$ cat config.mk
export PLATFORM = sky130hd
export DESIGN_NAME = vga_pattern_gen
export DESIGN_NICKNAME = d
export VERILOG_FILES = /design/src/rtl/vga_pattern_gen.sv
export SDC_FILE = /design/constraint.sdc
export NUM_CORES = 1
export LEC_CHECK = 0
export ABC_AREA = 1
export CORE_ASPECT_RATIO = 0.5
export CORE_UTILIZATION = 50
export CTS_CLUSTER_SIZE = 16
export DETAILED_ROUTE_END_ITERATION = 16
export DONT_BUFFER_PORTS = 1
export SYNTH_ARGS = -nofsm -noshare
export SYNTH_HDL_FRONTEND = slang
export SYNTH_SLANG_ARGS = --single-unit
export TNS_END_PERCENT = 100
$ cat constraint.sdc
create_clock -name clk_pixel -period 4.7 [get_ports clk_pixel]
set_input_delay 0.94 -clock clk_pixel [delete_from_list [all_inputs] [get_ports clk_pixel]]
set_output_delay 0.94 -clock clk_pixel [all_outputs]
set_load 0.02 [all_outputs]
$ cat src/rtl/vga_pattern_gen.sv
// Video timing and test-pattern source feeding the OSD overlay; every output is one enabled clock behind the counter.
// No backpressure: clk_pixel_ena low freezes all state and holds the outputs static.
module vga_pattern_gen #(
  parameter int          c_bits_x      = 10,
  parameter int          c_bits_y      = 10,
  parameter int          c_h_visible   = 640,
  parameter int          c_h_fporch    = 16,
  parameter int          c_h_sync      = 96,
  parameter int          c_h_bporch    = 48,
  parameter int          c_v_visible   = 480,
  parameter int          c_v_fporch    = 10,
  parameter int          c_v_sync      = 2,
  parameter int          c_v_bporch    = 33,
  parameter bit          c_hsync_pol   = 1'b0,
  parameter bit          c_vsync_pol   = 1'b0,
  parameter int          c_bar_bits    = 6,
  parameter logic [23:0] c_solid_color = 24'h503020
) (
  input  logic                clk_pixel,
  input  logic                reset,
  input  logic                clk_pixel_ena,
  input  logic [1:0]          i_mode,
  output logic [7:0]          o_r,
  output logic [7:0]          o_g,
  output logic [7:0]          o_b,
  output logic                o_hsync,
  output logic                o_vsync,
  output logic                o_blank,
  output logic [c_bits_x-1:0] o_x,
  output logic [c_bits_y-1:0] o_y,
  output logic                o_frame_start
);

  localparam int H_TOT = c_h_visible + c_h_fporch + c_h_sync + c_h_bporch;
  localparam int V_TOT = c_v_visible + c_v_fporch + c_v_sync + c_v_bporch;

  localparam logic [c_bits_x-1:0] X_ONE      = c_bits_x'(1);
  localparam logic [c_bits_x-1:0] X_LAST     = c_bits_x'(H_TOT - 1);
  localparam logic [c_bits_x-1:0] X_VIS      = c_bits_x'(c_h_visible);
  localparam logic [c_bits_x-1:0] X_VIS_LAST = c_bits_x'(c_h_visible - 1);
  localparam logic [c_bits_x-1:0] HS_FIRST   = c_bits_x'(c_h_visible + c_h_fporch);
  localparam logic [c_bits_x-1:0] HS_LAST    = c_bits_x'(c_h_visible + c_h_fporch + c_h_sync - 1);

  localparam logic [c_bits_y-1:0] Y_ONE      = c_bits_y'(1);
  localparam logic [c_bits_y-1:0] Y_LAST     = c_bits_y'(V_TOT - 1);
  localparam logic [c_bits_y-1:0] Y_VIS      = c_bits_y'(c_v_visible);
  localparam logic [c_bits_y-1:0] Y_VIS_LAST = c_bits_y'(c_v_visible - 1);
  localparam logic [c_bits_y-1:0] VS_FIRST   = c_bits_y'(c_v_visible + c_v_fporch);
  localparam logic [c_bits_y-1:0] VS_LAST    = c_bits_y'(c_v_visible + c_v_fporch + c_v_sync - 1);

  localparam logic [1:0] MODE_BARS  = 2'd0;
  localparam logic [1:0] MODE_GRID  = 2'd1;
  localparam logic [1:0] MODE_GRAD  = 2'd2;
  localparam logic [1:0] MODE_SOLID = 2'd3;

  logic [c_bits_x-1:0] x_cnt;
  logic [c_bits_y-1:0] y_cnt;
  logic [1:0]          mode_q;
  logic [7:0]          frame_cnt;

  logic        at_origin;
  logic        x_wrap;
  logic        y_wrap;
  logic [1:0]  mode_cur;
  logic        blank_cur;
  logic        hs_act;
  logic        vs_act;
  logic [2:0]  bar_idx;
  logic        grid_on;
  logic [23:0] pattern;
  logic [23:0] rgb_cur;

  always_comb begin
    at_origin = (x_cnt == '0) && (y_cnt == '0);
    x_wrap    = (x_cnt == X_LAST);
    y_wrap    = (y_cnt == Y_LAST);
    // The origin pixel already uses the freshly sampled mode.
    mode_cur  = at_origin ? i_mode : mode_q;

    blank_cur = (x_cnt >= X_VIS) || (y_cnt >= Y_VIS);
    hs_act    = (x_cnt >= HS_FIRST) && (x_cnt <= HS_LAST);
    vs_act    = (y_cnt >= VS_FIRST) && (y_cnt <= VS_LAST);

    bar_idx   = x_cnt[c_bar_bits+2:c_bar_bits];
    grid_on   = (x_cnt[3:0] == 4'd0) || (y_cnt[3:0] == 4'd0) ||
                (x_cnt == X_VIS_LAST) || (y_cnt == Y_VIS_LAST);

    pattern = 24'h000000;
    case (mode_cur)
      MODE_BARS:  pattern = {{8{bar_idx[2]}}, {8{bar_idx[1]}}, {8{bar_idx[0]}}};
      MODE_GRID:  pattern = grid_on ? 24'hFFFFFF : 24'h000000;
      MODE_GRAD:  pattern = {x_cnt[7:0], y_cnt[7:0], frame_cnt};
      MODE_SOLID: pattern = c_solid_color;
      default:    pattern = 24'h000000;
    endcase

    rgb_cur = blank_cur ? 24'h000000 : pattern;
  end

  always_ff @(posedge clk_pixel) begin
    if (reset) begin
      x_cnt         <= '0;
      y_cnt         <= '0;
      mode_q        <= MODE_BARS;
      frame_cnt     <= 8'd0;
      o_r           <= 8'd0;
      o_g           <= 8'd0;
      o_b           <= 8'd0;
      o_blank       <= 1'b1;
      o_hsync       <= ~c_hsync_pol;
      o_vsync       <= ~c_vsync_pol;
      o_x           <= '0;
      o_y           <= '0;
      o_frame_start <= 1'b0;
    end else if (clk_pixel_ena) begin
      if (x_wrap) begin
        x_cnt <= '0;
        y_cnt <= y_wrap ? '0 : y_cnt + Y_ONE;
      end else begin
        x_cnt <= x_cnt + X_ONE;
      end

      if (at_origin) mode_q <= i_mode;
      if (x_wrap && y_wrap) frame_cnt <= frame_cnt + 8'd1;

      o_r           <= rgb_cur[23:16];
      o_g           <= rgb_cur[15:8];
      o_b           <= rgb_cur[7:0];
      o_blank       <= blank_cur;
      o_hsync       <= hs_act ? c_hsync_pol : ~c_hsync_pol;
      o_vsync       <= vs_act ? c_vsync_pol : ~c_vsync_pol;
      o_x           <= x_cnt;
      o_y           <= y_cnt;
      o_frame_start <= at_origin;
    end
  end

endmodule

# Yosys cells after proc, flatten, opt, wreduce, memory -nomap -nowiden
# Index checks and enable logic that the tools add are counted.
[classes] magnitude_cmp=6 n_reduce_logical=15 n_mux=8 n_addsub=3 n_eq_ne=7
[ops] op="$pmux 24 s4" count=1
[ops] op="$mux 24" count=2
[ops] op="$eq 10x10->1 const B" count=3
[ops] op="$add 10x1->10 const B" count=2
[ops] op="$ge 10x10->1 const B" count=2
[ops] op="$ge 10x9->1 const B" count=2
[ops] op="$logic_not 10->1" count=2
[ops] op="$mux 10" count=2
[ops] op="$eq 10x9->1 const B" count=1
[ops] op="$le 10x10->1 const B" count=1
[ops] op="$le 10x9->1 const B" count=1
[ops] op="$add 8x1->8 const B" count=1
[ops] op="$logic_not 4->1" count=2
[ops] op="$eq 2x2->1 const B" count=2
[ops] op="$logic_and 1x1->1" count=4
[ops] op="$logic_or 1x1->1" count=4
[ops] op="$reduce_and 2->1" count=2
[ops] op="$eq 2x1->1 const B" count=1
[ops] op="$logic_not 2->1" count=1
[ops] op="$mux 1" count=2
[ops] op="$mux 2" count=1
[word_totals] in_bits=5 out_inout_bits=48 register_bits=78

# Logic depth before layout (Yosys ltp)
[logic_depth] word_depth=7 depth_mapped=13

# Worst setup path after synthesis
# OpenSTA, ideal clock, no wires.
[synth_path] kind="input to register" from="input port clk_pixel_ena" to="register o_b[5]" path_slack_ps=2777 arrival_ps=1857 t_required_ps=4635 setup_ps=65 n_path_buf=1 cell_stages=9 path_cell_list="inv_2 -> nor2_1 -> nand4_1 -> inv_1 -> buf_1 -> nand2_1 -> nor2_1 -> nor2_1 -> nor2_1"
[synth_rtl] item="start, declared" line_no="21" text="input logic clk_pixel_ena,"
[synth_rtl] item="end signal, assigned" line_no="128" text="o_b <= rgb_cur[7:0];"
[synth_rtl] item="end, declared" line_no="25" text="output logic [7:0] o_b,"

==> insert_results.sql <==
INSERT INTO impl_metrics (metric_group, metric, value, unit) VALUES
('worst_setup_path', 'critPathMostFrequentCell', 'sky130_fd_sc_hd__nor2_1', ''),
('timing', 'tns', '0', 'ps'),
('cts', 'ctsHtreeMaxLevel', '3', ''),
('synthesis', 'ys_ff_latch', '78', ''),
('synthesis', 'synth.yosys.seq_area_share', '42.5', '%'),
('route', 'detailedRoute.firstIterationViolations', '229', ''),
('synthesis', 'ys_dominant_reg_cell', 'sky130_fd_sc_hd__dfxtp_1', ''),
('layout', 'area_delta_synth_final', '9.23', '%'),
('timing', 'grt_setup_unrepaired', 'false', ''),
('power_and_ir_drop', 'power.leakage', '0.00160', 'uW'),
('worst_setup_path', 'critical-path-max-stage-delay', '530', 'ps'),
('cts', 'library_cell_used_as_clock_root_buffer', 'sky130_fd_sc_hd__clkbuf_16', ''),
('timing', 'layout_worst_path_cycle_share', '47.7', '%'),
('placement', 'routabilityCongestion', '0.863', ''),
('power_and_ir_drop', 'p_int', '1250', 'uW'),
('worst_setup_path', 'worstPathMaxFanout', '50', ''),
('placement', 'hpwl', '6650', 'um'),
('synthesis', 'yosysWarnings', '0', ''),
('floorplanning', 'core', '0.00688', 'sq mm'),
('layout', 'layout.cells.non_filler', '598', ''),
('layout', 'drive_above_1_share', '9.49', '%'),
('worst_setup_path', 'cp_top_family', 'simple AND/OR/NAND/NOR gates', ''),
('global_route', 'initial_antenna_violation_count', '0', ''),
('route', 'route.detailed.vias_per_inst', '5.52', ''),
('synthesis', 'synth.avg_cell_area', '7.17', 'sq um'),
('flow_run', 'cap_viol_max_count', '0', ''),
('power_and_ir_drop', 'swShare', '25.0', '%'),
('cts', 'cts_tree', 'built', ''),
('timing', 'timing.slew.headroom', '42.1', '%'),
('floorplanning', 'top_level_ports', '53', ''),
('floorplanning', 'start_util', '53.4', '%'),
('layout', 'regArea', '0.00156', 'sq mm'),
('layout', 'area_of_the_multi_input_gates', '0.00182', 'sq mm'),
('route', 'drtAntennaViolNets', '0', ''),
('timing', 'timing_max_transition_violations_final', '0', ''),
('timing', 'setup_viol', '0', ''),
('cts', 'cts-resized-gates', '0', ''),
('global_route', 'first_global_vias', '2922', ''),
('route', 'drt_pass1_iterations', '5', ''),
('timing', 'worst_slew_pin_slew', '868', 'ps'),
('synthesis', 'yosysTopAreaCellShare', '42.5', '%'),
('route', 'post-route-drc-count', '0', ''),
('placement', 'dpl.cell_count', '584', ''),
('worst_setup_path', 'cp.arrival', '2510', 'ps'),
('worst_setup_path', 'cp-startpoint', 'clk_pixel_ena', ''),
('floorplanning', 'die_w', '123', 'um'),
('cts', 'cts-buffers-inserted', '9', ''),
('route', 'detailroute.via_count', '3303', ''),
('cts', 'cts_hold_repair.buffers', '0', ''),
('worst_setup_path', 'r2r_start', 'x_cnt[0]$_SDFFE_PP0P_', ''),
('synthesis', 'edff_count_synth', '0', ''),
('layout', 'fillCellCount', '667', ''),
('power_and_ir_drop', 'clock_power_share', '45.9', '%'),
('synthesis', 'synth_cell_type_count', '32', ''),
('timing', 'achievable-frequency', '0.446', 'GHz'),
('route', 'routed_wirelength', '9480', 'um'),
('timing', 'final_hold_viol_count', '0', ''),
('global_route', 'first_pass_grt_wire_length', '14900', 'um'),
('run_status', 'outcome', 'finished, final reports clean', ''),
('synthesis', 'post_synth_main_area_contributors', 'sky130_fd_sc_hd__dfxtp_1, sky130_fd_sc_hd__nand2_1, sky130_fd_sc_hd__a21oi_1', ''),
('power_and_ir_drop', 'net-switching-power', '418', 'uW'),
('timing', 'finalWorstSetupSlack', '2460', 'ps'),
('cts', 'tritoncts_sink_count', '78', ''),
('global_route', 'globalRouteOverflowTotal', '0', ''),
('power_and_ir_drop', 'p_per_area', '417', 'mW/mm^2'),
('timing', 'finalWorstPathRequiredPeriod', '2240', 'ps'),
('synthesis', 'synth_common_cells', 'sky130_fd_sc_hd__nand2_1, sky130_fd_sc_hd__dfxtp_1, sky130_fd_sc_hd__a21oi_1, sky130_fd_sc_hd__nor2_1, sky130_fd_sc_hd__inv_1', ''),
('layout', 'insertedDiodeCount', '0', ''),
('layout', 'layout.nets', '513', ''),
('cts', 'setup_fix_bufs_post_cts', '0', ''),
('synthesis', 'syn_inst', '512', '');
## stage by stage
stage	cell area, sq um	hold WS [ps]	utilization, %
after detailed placement	3690	477	53.6
after global placement	3690	473	53.6
final	4010	483	58.3
after global routing	4010	517	58.3
after CTS	4010	483	58.3
after floorplan	3670	462	-
## power groups by stage
stage | sequential, uW | combinational (uW) | clock, uW
after floorplan | 766 | 134 | 0
after global placement | 775 | 140 | 0
after detailed placement | 775 | 144 | 0
after CTS | 761 | 144 | 785
after global routing | 766 | 165 | 811
final | 760 | 144 | 766
## layout by cell type, fill, tap and decap left out, types with 6 or more instances in the layout
cell type,instances
sky130_fd_sc_hd__nand2_1,114
sky130_fd_sc_hd__dfxtp_1,78
sky130_fd_sc_hd__a21oi_1,58
sky130_fd_sc_hd__nor2_1,57
sky130_fd_sc_hd__inv_1,44
sky130_fd_sc_hd__nand3_1,40
sky130_fd_sc_hd__o21ai_0,33
sky130_fd_sc_hd__nand4_1,9
sky130_fd_sc_hd__clkbuf_16,9
sky130_fd_sc_hd__nand2_2,7
sky130_fd_sc_hd__nor3_1,7
sky130_fd_sc_hd__inv_2,6
## worst reg2reg max path: stages, from the launching register on
cell	delay [ps]
sky130_fd_sc_hd__dfxtp_1	470
sky130_fd_sc_hd__ha_1	250
sky130_fd_sc_hd__nand2_2	90
sky130_fd_sc_hd__nor2_4	130
sky130_fd_sc_hd__nand2_1	90
sky130_fd_sc_hd__nor2_2	220
sky130_fd_sc_hd__inv_1	70
sky130_fd_sc_hd__nor3_1	440
sky130_fd_sc_hd__inv_1	130
sky130_fd_sc_hd__nand2_1	90
sky130_fd_sc_hd__a21oi_1	60
## routing by layer
layer | vias to the layer above | share of wire, % | GRT usage [%]
met5 | - | 0 | 0
li1 | 1652 | - | -
met4 | 0 | 0.70 | 6.63
met1 | 1517 | 48 | 35.7
met3 | 7 | 11 | 11.2
met2 | 127 | 40 | 35.7
## worst paths after layout
| kind | slack, ps | cells past startpoint | to |
|---|---|---|---|
| max | 2460 | 8 | o_g[4]$_SDFFE_PP0P_ |
| min | 480 | 2 | frame_cnt[7]$_SDFFE_PP0P_ |
| max reg2reg | 2570 | 10 | frame_cnt[6]$_SDFFE_PP0P_ |
| min reg2reg | 480 | 2 | frame_cnt[7]$_SDFFE_PP0P_ |
## sequential cells by signal, indices dropped and copies added (netlist names)
register and cells:
frame_cnt 8, o_r 8, o_x 10, o_y 10, o_frame_start 1, o_g 8
y_cnt 10, o_b 8, o_blank 1, mode_q 2, x_cnt 10, o_hsync 1
o_vsync 1
## layout make-up
type | count | area share [%]
Clock buffer | 9 | 5.61
Clock inverter | 5 | 2.49
Inverter | 50 | 4.68
Multi-Input combinational cell | 364 | 45.4
Sequential cell | 78 | 38.9
Tap cell | 92 | 2.87
## logic make-up after synthesis
logic type	count (synthesis)	share of synthesized area, %
fa+ha+maj	5	1.70
simple gates	258	33.3
compound gates	95	13.2
buf+inv	70	7.87
xor+xnor	6	1.43
flops	78	42.5
Power figures use the tool's default switching activity.
